[src/rtl/bexkat2_busarb_pkg.sv]
// Shared bexkat definitions used by the instruction/data bus arbiter.
package bexkat1Def;

  typedef enum logic [1:0] {
    IDLE    = 2'b00,
    GNT_INS = 2'b01,
    GNT_DAT = 2'b10
  } busarb_state_t;

  typedef logic [1:0] busarb_owner_t;

  localparam busarb_owner_t OWN_NONE = 2'b00;
  localparam busarb_owner_t OWN_INS  = 2'b01;
  localparam busarb_owner_t OWN_DAT  = 2'b10;

endpackage

[src/rtl/bexkat2_busarb_if.sv]
// Pipelined Wishbone bus. Data fields are named dat_m (master to slave)
// and dat_s (slave to master), so no modport expressions are needed.
interface if_wb;
  logic        cyc;
  logic        stb;
  logic        we;
  logic [31:0] adr;
  logic [3:0]  sel;
  logic [31:0] dat_m;
  logic [31:0] dat_s;
  logic        ack;
  logic        stall;

  // Handshake: a strobe is accepted in any cycle where stb=1 and stall=0;
  // each accepted strobe is answered by exactly one ack, in order.
  modport master (
    output cyc, stb, we, adr, sel, dat_m,
    input  dat_s, ack, stall
  );

  modport slave (
    input  cyc, stb, we, adr, sel, dat_m,
    output dat_s, ack, stall
  );
endinterface

[src/rtl/bexkat2_busarb.sv]
// Two-port Wishbone arbiter (instruction/data) onto one pipelined memory bus.
// Define BUSARB_RR_EN for round-robin arbitration; otherwise fixed priority.
module bexkat2_busarb
  import bexkat1Def::*;
#(
  parameter int MAX_OUTSTANDING = 4,
  parameter bit DAT_PRIORITY    = 1'b1
) (
  input  logic          clk_i,
  input  logic          rst_i,
  if_wb.slave           ins_bus,
  if_wb.slave           dat_bus,
  if_wb.master          mem_bus,
  output busarb_owner_t owner
);

  localparam logic [3:0] MAX_OUT = 4'(MAX_OUTSTANDING);

  busarb_state_t state, state_nxt;
  logic [3:0]    outst, outst_nxt;
  logic          blk, blk_nxt;
  logic          pick_dat, own_cyc, full, ack_ok;
  logic          accept, ack_cnt, violation, grant_start;

`ifdef BUSARB_RR_EN
  logic last_dat;

  always_ff @(posedge clk_i or negedge rst_i) begin
    if (!rst_i)                last_dat <= 1'b0;
    else if (state == GNT_INS) last_dat <= 1'b0;
    else if (state == GNT_DAT) last_dat <= 1'b1;
  end

  assign pick_dat = dat_bus.cyc & (~ins_bus.cyc | ~last_dat);
`else
  assign pick_dat = dat_bus.cyc & (~ins_bus.cyc | DAT_PRIORITY);
`endif

  always_ff @(posedge clk_i or negedge rst_i) begin
    if (!rst_i) begin
      state <= IDLE;
      outst <= 4'd0;
      blk   <= 1'b0;
    end else begin
      state <= state_nxt;
      outst <= outst_nxt;
      blk   <= blk_nxt;
    end
  end

  // Grants are non-preemptive: only the owner dropping cyc moves the grant.
  always_comb begin
    state_nxt = state;
    own_cyc   = 1'b0;
    unique case (state)
      IDLE:
        if (ins_bus.cyc | dat_bus.cyc) state_nxt = pick_dat ? GNT_DAT : GNT_INS;
      GNT_INS: begin
        own_cyc = ins_bus.cyc;
        if (!ins_bus.cyc) state_nxt = dat_bus.cyc ? GNT_DAT : IDLE;
      end
      GNT_DAT: begin
        own_cyc = dat_bus.cyc;
        if (!dat_bus.cyc) state_nxt = ins_bus.cyc ? GNT_INS : IDLE;
      end
      default: state_nxt = IDLE;
    endcase
  end

  assign owner = (state == GNT_INS) ? OWN_INS :
                 (state == GNT_DAT) ? OWN_DAT : OWN_NONE;

  assign full   = (outst == MAX_OUT);
  assign ack_ok = (outst != 4'd0) && !blk;

  always_comb begin
    mem_bus.cyc   = 1'b0;
    mem_bus.stb   = 1'b0;
    mem_bus.we    = 1'b0;
    mem_bus.adr   = '0;
    mem_bus.sel   = '0;
    mem_bus.dat_m = '0;
    ins_bus.stall = 1'b1;
    ins_bus.ack   = 1'b0;
    ins_bus.dat_s = '0;
    dat_bus.stall = 1'b1;
    dat_bus.ack   = 1'b0;
    dat_bus.dat_s = '0;
    unique case (state)
      GNT_INS: begin
        mem_bus.cyc   = ins_bus.cyc;
        mem_bus.stb   = ins_bus.cyc & ins_bus.stb & ~full;
        mem_bus.we    = ins_bus.we;
        mem_bus.adr   = ins_bus.adr;
        mem_bus.sel   = ins_bus.sel;
        mem_bus.dat_m = ins_bus.dat_m;
        ins_bus.stall = mem_bus.stall | full;
        ins_bus.ack   = mem_bus.ack & ack_ok;
        ins_bus.dat_s = mem_bus.dat_s;
      end
      GNT_DAT: begin
        mem_bus.cyc   = dat_bus.cyc;
        mem_bus.stb   = dat_bus.cyc & dat_bus.stb & ~full;
        mem_bus.we    = dat_bus.we;
        mem_bus.adr   = dat_bus.adr;
        mem_bus.sel   = dat_bus.sel;
        mem_bus.dat_m = dat_bus.dat_m;
        dat_bus.stall = mem_bus.stall | full;
        dat_bus.ack   = mem_bus.ack & ack_ok;
        dat_bus.dat_s = mem_bus.dat_s;
      end
      default: ;
    endcase
  end

  // Acks with nothing outstanding (stale or after an abandoned cycle) are dropped.
  assign accept      = mem_bus.stb & ~mem_bus.stall;
  assign ack_cnt     = mem_bus.ack & ack_ok & (state != IDLE);
  assign violation   = (state != IDLE) & ~own_cyc & (outst != 4'd0);
  assign grant_start = (state_nxt != IDLE) & (state_nxt != state);

  always_comb begin
    outst_nxt = outst;
    if (violation)               outst_nxt = 4'd0;
    else if (accept && !ack_cnt) outst_nxt = outst + 4'd1;
    else if (!accept && ack_cnt) outst_nxt = outst - 4'd1;
  end

  assign blk_nxt = grant_start ? 1'b0 : (violation ? 1'b1 : blk);

endmodule

[src/flat_wrapper.sv]
// flat-port wrapper written by rule: the top's interface ports become plain ports
module bexkat2_busarb_flat import bexkat1Def::*;
#(
  parameter int MAX_OUTSTANDING = 4,
  parameter bit DAT_PRIORITY    = 1'b1
)
  (clk_i, rst_i, owner, ins_bus_cyc, ins_bus_stb, ins_bus_we, ins_bus_adr, ins_bus_sel, ins_bus_dat_m, ins_bus_dat_s, ins_bus_ack, ins_bus_stall, dat_bus_cyc, dat_bus_stb, dat_bus_we, dat_bus_adr, dat_bus_sel, dat_bus_dat_m, dat_bus_dat_s, dat_bus_ack, dat_bus_stall, mem_bus_cyc, mem_bus_stb, mem_bus_we, mem_bus_adr, mem_bus_sel, mem_bus_dat_m, mem_bus_dat_s, mem_bus_ack, mem_bus_stall);
  if_wb ins_bus_i ();
  if_wb dat_bus_i ();
  if_wb mem_bus_i ();
  input  logic clk_i;
  input  logic rst_i;
  output busarb_owner_t owner;
  input wire logic [$bits(ins_bus_i.cyc)-1:0] ins_bus_cyc;
  input wire logic [$bits(ins_bus_i.stb)-1:0] ins_bus_stb;
  input wire logic [$bits(ins_bus_i.we)-1:0] ins_bus_we;
  input wire logic [$bits(ins_bus_i.adr)-1:0] ins_bus_adr;
  input wire logic [$bits(ins_bus_i.sel)-1:0] ins_bus_sel;
  input wire logic [$bits(ins_bus_i.dat_m)-1:0] ins_bus_dat_m;
  output wire logic [$bits(ins_bus_i.dat_s)-1:0] ins_bus_dat_s;
  output wire logic [$bits(ins_bus_i.ack)-1:0] ins_bus_ack;
  output wire logic [$bits(ins_bus_i.stall)-1:0] ins_bus_stall;
  input wire logic [$bits(dat_bus_i.cyc)-1:0] dat_bus_cyc;
  input wire logic [$bits(dat_bus_i.stb)-1:0] dat_bus_stb;
  input wire logic [$bits(dat_bus_i.we)-1:0] dat_bus_we;
  input wire logic [$bits(dat_bus_i.adr)-1:0] dat_bus_adr;
  input wire logic [$bits(dat_bus_i.sel)-1:0] dat_bus_sel;
  input wire logic [$bits(dat_bus_i.dat_m)-1:0] dat_bus_dat_m;
  output wire logic [$bits(dat_bus_i.dat_s)-1:0] dat_bus_dat_s;
  output wire logic [$bits(dat_bus_i.ack)-1:0] dat_bus_ack;
  output wire logic [$bits(dat_bus_i.stall)-1:0] dat_bus_stall;
  output wire logic [$bits(mem_bus_i.cyc)-1:0] mem_bus_cyc;
  output wire logic [$bits(mem_bus_i.stb)-1:0] mem_bus_stb;
  output wire logic [$bits(mem_bus_i.we)-1:0] mem_bus_we;
  output wire logic [$bits(mem_bus_i.adr)-1:0] mem_bus_adr;
  output wire logic [$bits(mem_bus_i.sel)-1:0] mem_bus_sel;
  output wire logic [$bits(mem_bus_i.dat_m)-1:0] mem_bus_dat_m;
  input wire logic [$bits(mem_bus_i.dat_s)-1:0] mem_bus_dat_s;
  input wire logic [$bits(mem_bus_i.ack)-1:0] mem_bus_ack;
  input wire logic [$bits(mem_bus_i.stall)-1:0] mem_bus_stall;
  assign ins_bus_i.cyc = ins_bus_cyc;
  assign ins_bus_i.stb = ins_bus_stb;
  assign ins_bus_i.we = ins_bus_we;
  assign ins_bus_i.adr = ins_bus_adr;
  assign ins_bus_i.sel = ins_bus_sel;
  assign ins_bus_i.dat_m = ins_bus_dat_m;
  assign ins_bus_dat_s = ins_bus_i.dat_s;
  assign ins_bus_ack = ins_bus_i.ack;
  assign ins_bus_stall = ins_bus_i.stall;
  assign dat_bus_i.cyc = dat_bus_cyc;
  assign dat_bus_i.stb = dat_bus_stb;
  assign dat_bus_i.we = dat_bus_we;
  assign dat_bus_i.adr = dat_bus_adr;
  assign dat_bus_i.sel = dat_bus_sel;
  assign dat_bus_i.dat_m = dat_bus_dat_m;
  assign dat_bus_dat_s = dat_bus_i.dat_s;
  assign dat_bus_ack = dat_bus_i.ack;
  assign dat_bus_stall = dat_bus_i.stall;
  assign mem_bus_cyc = mem_bus_i.cyc;
  assign mem_bus_stb = mem_bus_i.stb;
  assign mem_bus_we = mem_bus_i.we;
  assign mem_bus_adr = mem_bus_i.adr;
  assign mem_bus_sel = mem_bus_i.sel;
  assign mem_bus_dat_m = mem_bus_i.dat_m;
  assign mem_bus_i.dat_s = mem_bus_dat_s;
  assign mem_bus_i.ack = mem_bus_ack;
  assign mem_bus_i.stall = mem_bus_stall;
  bexkat2_busarb #(.MAX_OUTSTANDING(MAX_OUTSTANDING), .DAT_PRIORITY(DAT_PRIORITY)) u_core (.clk_i(clk_i), .rst_i(rst_i), .ins_bus(ins_bus_i), .dat_bus(dat_bus_i), .mem_bus(mem_bus_i), .owner(owner));
endmodule
[config.mk]
export PLATFORM = sky130hd
export DESIGN_NAME = bexkat2_busarb_flat
export DESIGN_NICKNAME = d
export VERILOG_FILES = /design/src/rtl/bexkat2_busarb_pkg.sv /design/src/rtl/bexkat2_busarb_if.sv /design/src/rtl/bexkat2_busarb.sv /design/src/flat_wrapper.sv
export SDC_FILE = /design/constraint.sdc
export NUM_CORES = 1
export LEC_CHECK = 0
export CORE_AREA = 2 2 126 128
export DETAILED_ROUTE_END_ITERATION = 8
export DIE_AREA = 0 0 128 130
export DONT_BUFFER_PORTS = 1
export GPL_ROUTABILITY_DRIVEN = 0
export PLACE_DENSITY = 0.36
export SLEW_MARGIN = 5
export SYNTH_ARGS = -nofsm -noshare
export SYNTH_HDL_FRONTEND = slang
export SYNTH_SLANG_ARGS = --single-unit
[constraint.sdc]
create_clock -name clk_i -period 4.44 [get_ports clk_i]
set_clock_uncertainty 0.05 [all_clocks]
set_input_delay 1.11 -clock clk_i [delete_from_list [all_inputs] [get_ports clk_i]]
set_output_delay 1.11 -clock clk_i [all_outputs]
set_load 0.05 [all_outputs]
==> results.ini <==
[run_status]
run_status = complete, no violations

[pwr]
design_power_total_mw = 3.06
power.static_leakage_nw = 1.15
pwr_density_cell_nw_per_um2 = 1030
irDropWorstVdd_v = 0.000273

[clocking]
postCtsSetupRepairBufs = 0
cts_num_sinks = 7
cts-buffers-inserted = 3
clk_path_buf_depth = 2
clock_tree.root_cell = sky130_fd_sc_hd__clkbuf_16
cts_max_level = 1
tritoncts = done
clkSlewWorstSetupHoldPaths_ns = 0.04
cts_hold_repair.buffers = 0
clkLatencyLatePin_ns = 0.23
cts-resized-gates = 0

[logic_synthesis]
synthCells = 318
netlist-cell-type-count = 37
ys_seq_area_frac = 0.0796
synth_warnings = 0
synth-async-reset-ratio = 1.00
avgSynthCellArea_sq_um = 6.92
synth_top_cell_by_area = sky130_fd_sc_hd__a22oi_1
synth_top_cells_by_area = sky130_fd_sc_hd__a22oi_1 24%, sky130_fd_sc_hd__nor2b_1 20%, sky130_fd_sc_hd__and2_1 19%
synth_area_sq_um = 2200
synth_edf_count = 0
yosys_register_bits = 7
synth-main-ff-cell = sky130_fd_sc_hd__dfrtp_1
synthDominantCellAreaShare = 0.239
synth_fp_nets = 505

[die]
rows = 46
die_h_microns = 130
initial_utilization = 0.143
dieWidth_microns = 128
die_area_sq_um = 16600
num_io_pins = 319
placeableCoreArea_sq_um = 15400

[sta]
worst_rel_slew_slack = 0.296
final_period_minus_worst_setup_slack_ns = 3.66
setup_repair_after_global_routing_missed_its_margin = no
tightest_slew_ns = 1.06
report.final.slew_viol_count = 0
post-route-period-util = 0.824
report.final.setup_viol = 0
finalHoldViolCount = 0
fmax_ghz = 0.273
finalSetupTns_ns = 0

[route]
drtAntennaViolNets = 0
route.layer.met1.wl_microns = 3420
topRoutingLayerUsed = met4
drt_drc_violations_left = 0
route.met3.wl_microns = 808
initialDrtViolationCount = 121
wl_met2_microns = 4660
vias = 2607
wl_per_cell_microns = 16.5
first_pass_iters = 4
wirelength_routed_microns = 9180
via_per_inst = 4.69

[global_route]
grt-ovfl-total = 0
number_of_antenna_violations_at_the_first_check_in_global_routing = 2
pin_count_of_the_biggest_net_entering_global_routing = 112
global_route_wire_length_before_repair_microns = 11500
groute.usage.overall = 0.0886
number_of_global_route_vias_before_repair = 2131

[final_layout]
final_layout_size_suffix_gt1_frac = 0.246
flow.area_growth_from_synthesis_pct = 34.5
final_util = 0.192
fin_nets = 550

[critical_path]
worst_ep_arrival_time_ns = 2.50
cp-end-kind = primary output
timing.setup.critical_path_class = reg2out
worstRegToRegCells = 10
worst-endpoint-required_ns = 3.28
timing.critical_path.fanout_max = 69
cp-start-kind = register

[placed_design]
port_buffer_count = 0
hpwlAfterDp_microns = 7400

[worst_hold_path]
holdCritPathClass = in2async

[flow_run]
drv.max_cap_violation_count = 0

==> layout by cell type (no fill, tap or decap), types with 2 or more instances in the layout <==
master and instances:
sky130_fd_sc_hd__a22oi_1 70, sky130_fd_sc_hd__nand2b_1 2, sky130_fd_sc_hd__nor2b_1 71, sky130_fd_sc_hd__buf_4 75
sky130_fd_sc_hd__clkbuf_16 3, sky130_fd_sc_hd__a21oi_1 7, sky130_fd_sc_hd__and2_2 2, sky130_fd_sc_hd__dfrtp_1 7
sky130_fd_sc_hd__ha_1 5, sky130_fd_sc_hd__inv_1 6, sky130_fd_sc_hd__nand2_1 6, sky130_fd_sc_hd__diode_2 2
sky130_fd_sc_hd__nand3_1 2, sky130_fd_sc_hd__nor3b_1 2, sky130_fd_sc_hd__and2_1 66, sky130_fd_sc_hd__nor2_1 11
sky130_fd_sc_hd__ha_2 2, sky130_fd_sc_hd__xor2_1 2, sky130_fd_sc_hd__o21ai_0 3
==> worst max-delay path: stages (launching register included) <==
cell and delay, ns:
sky130_fd_sc_hd__dfrtp_1 0.45, sky130_fd_sc_hd__inv_1 0.21, sky130_fd_sc_hd__ha_2 0.24, sky130_fd_sc_hd__buf_4 0.59, sky130_fd_sc_hd__a22oi_1 0.29, sky130_fd_sc_hd__nor2b_1 0.18, sky130_fd_sc_hd__buf_4 0.21
==> worst paths after layout <==
check | endpoint | slack (ns) | start
max | mem_bus_adr[30] | 0.78 | u_core.state[0]$_DFF_PN0_
min | u_core.blk$_DFFE_PN0P_ | 0.53 | rst_i
max reg2reg | u_core.outst[3]$_DFFE_PN0P_ | 1.14 | u_core.state[1]$_DFF_PN0_
min reg2reg | u_core.outst[2]$_DFFE_PN0P_ | 0.58 | u_core.outst[2]$_DFFE_PN0P_
max in group asynchronous | u_core.outst[0]$_DFFE_PN0P_ | 3.74 | rst_i
min in group clk_i | u_core.outst[2]$_DFFE_PN0P_ | 0.58 | u_core.outst[2]$_DFFE_PN0P_
==> area by class of cell <==
cell class                      instances  area [sq um]
Fill cell                            1738         12500
Timing Repair Buffer                   75           563
Sequential cell                         7           175
Antenna cell                            2          5.00
Multi-Input combinational cell        270          1870
Tap cell                              192           240
Clock buffer                            4          78.8
Inverter                                6          22.5
==> report_power, final <==
part	internal (mW)	switching [mW]	total (mW)
combinational	0.784	2.00	2.78
clock	0.119	0.0317	0.151
sequential	0.0886	0.0385	0.127
total	0.992	2.07	3.06
==> Yosys cell counts (2+ instances only) <==
cell and count:
sky130_fd_sc_hd__a21oi_1 7, sky130_fd_sc_hd__a22oi_1 70, sky130_fd_sc_hd__and2_1 66, sky130_fd_sc_hd__and2_2 2
sky130_fd_sc_hd__buf_1 3, sky130_fd_sc_hd__buf_2 5, sky130_fd_sc_hd__clkbuf_1 26, sky130_fd_sc_hd__dfrtp_1 7
sky130_fd_sc_hd__ha_1 8, sky130_fd_sc_hd__inv_1 6, sky130_fd_sc_hd__nand2_1 6, sky130_fd_sc_hd__nand2b_1 2
sky130_fd_sc_hd__nand3_1 2, sky130_fd_sc_hd__nor2_1 11, sky130_fd_sc_hd__nor2b_1 71, sky130_fd_sc_hd__nor3b_1 2
sky130_fd_sc_hd__o21ai_0 3, sky130_fd_sc_hd__xor2_1 2
==> registers in the layout (all words and copies together), names as in the netlist <==
| signal | count |
|---|---|
| u_core.outst | 4 |
| u_core.state | 2 |
| u_core.blk | 1 |
==> layer usage <==
metal | GRT usage | vias to the layer above
li1 | - | 1190
met4 | 0.0414 | 0
met2 | 0.165 | 197
met1 | 0.0979 | 1208
met5 | 0 | -
met3 | 0.0164 | 12
==> kinds of logic after synthesis <==
family / synth area share
simple gates: 0.453
compound gates: 0.317
buf+inv: 0.0762
fa+ha+maj: 0.0546
flops: 0.0796
xor+xnor: 0.00797
mux: 0.0114
==> through the flow <==
step           cell area (sq um)  cells  setup slack [ns]  hold WS [ns]
2_1_floorplan               2200    318             0.708         0.512
3_3_place_gp                2880    550              1.08         0.564
3_5_place_dp                2880    550              1.03         0.575
4_1_cts                     2950    554             0.811         0.525
5_1_grt                     2960    556             0.604         0.523
6_report                    2960    556             0.779         0.528
Note: power is estimated with default switching activity, not from simulation.
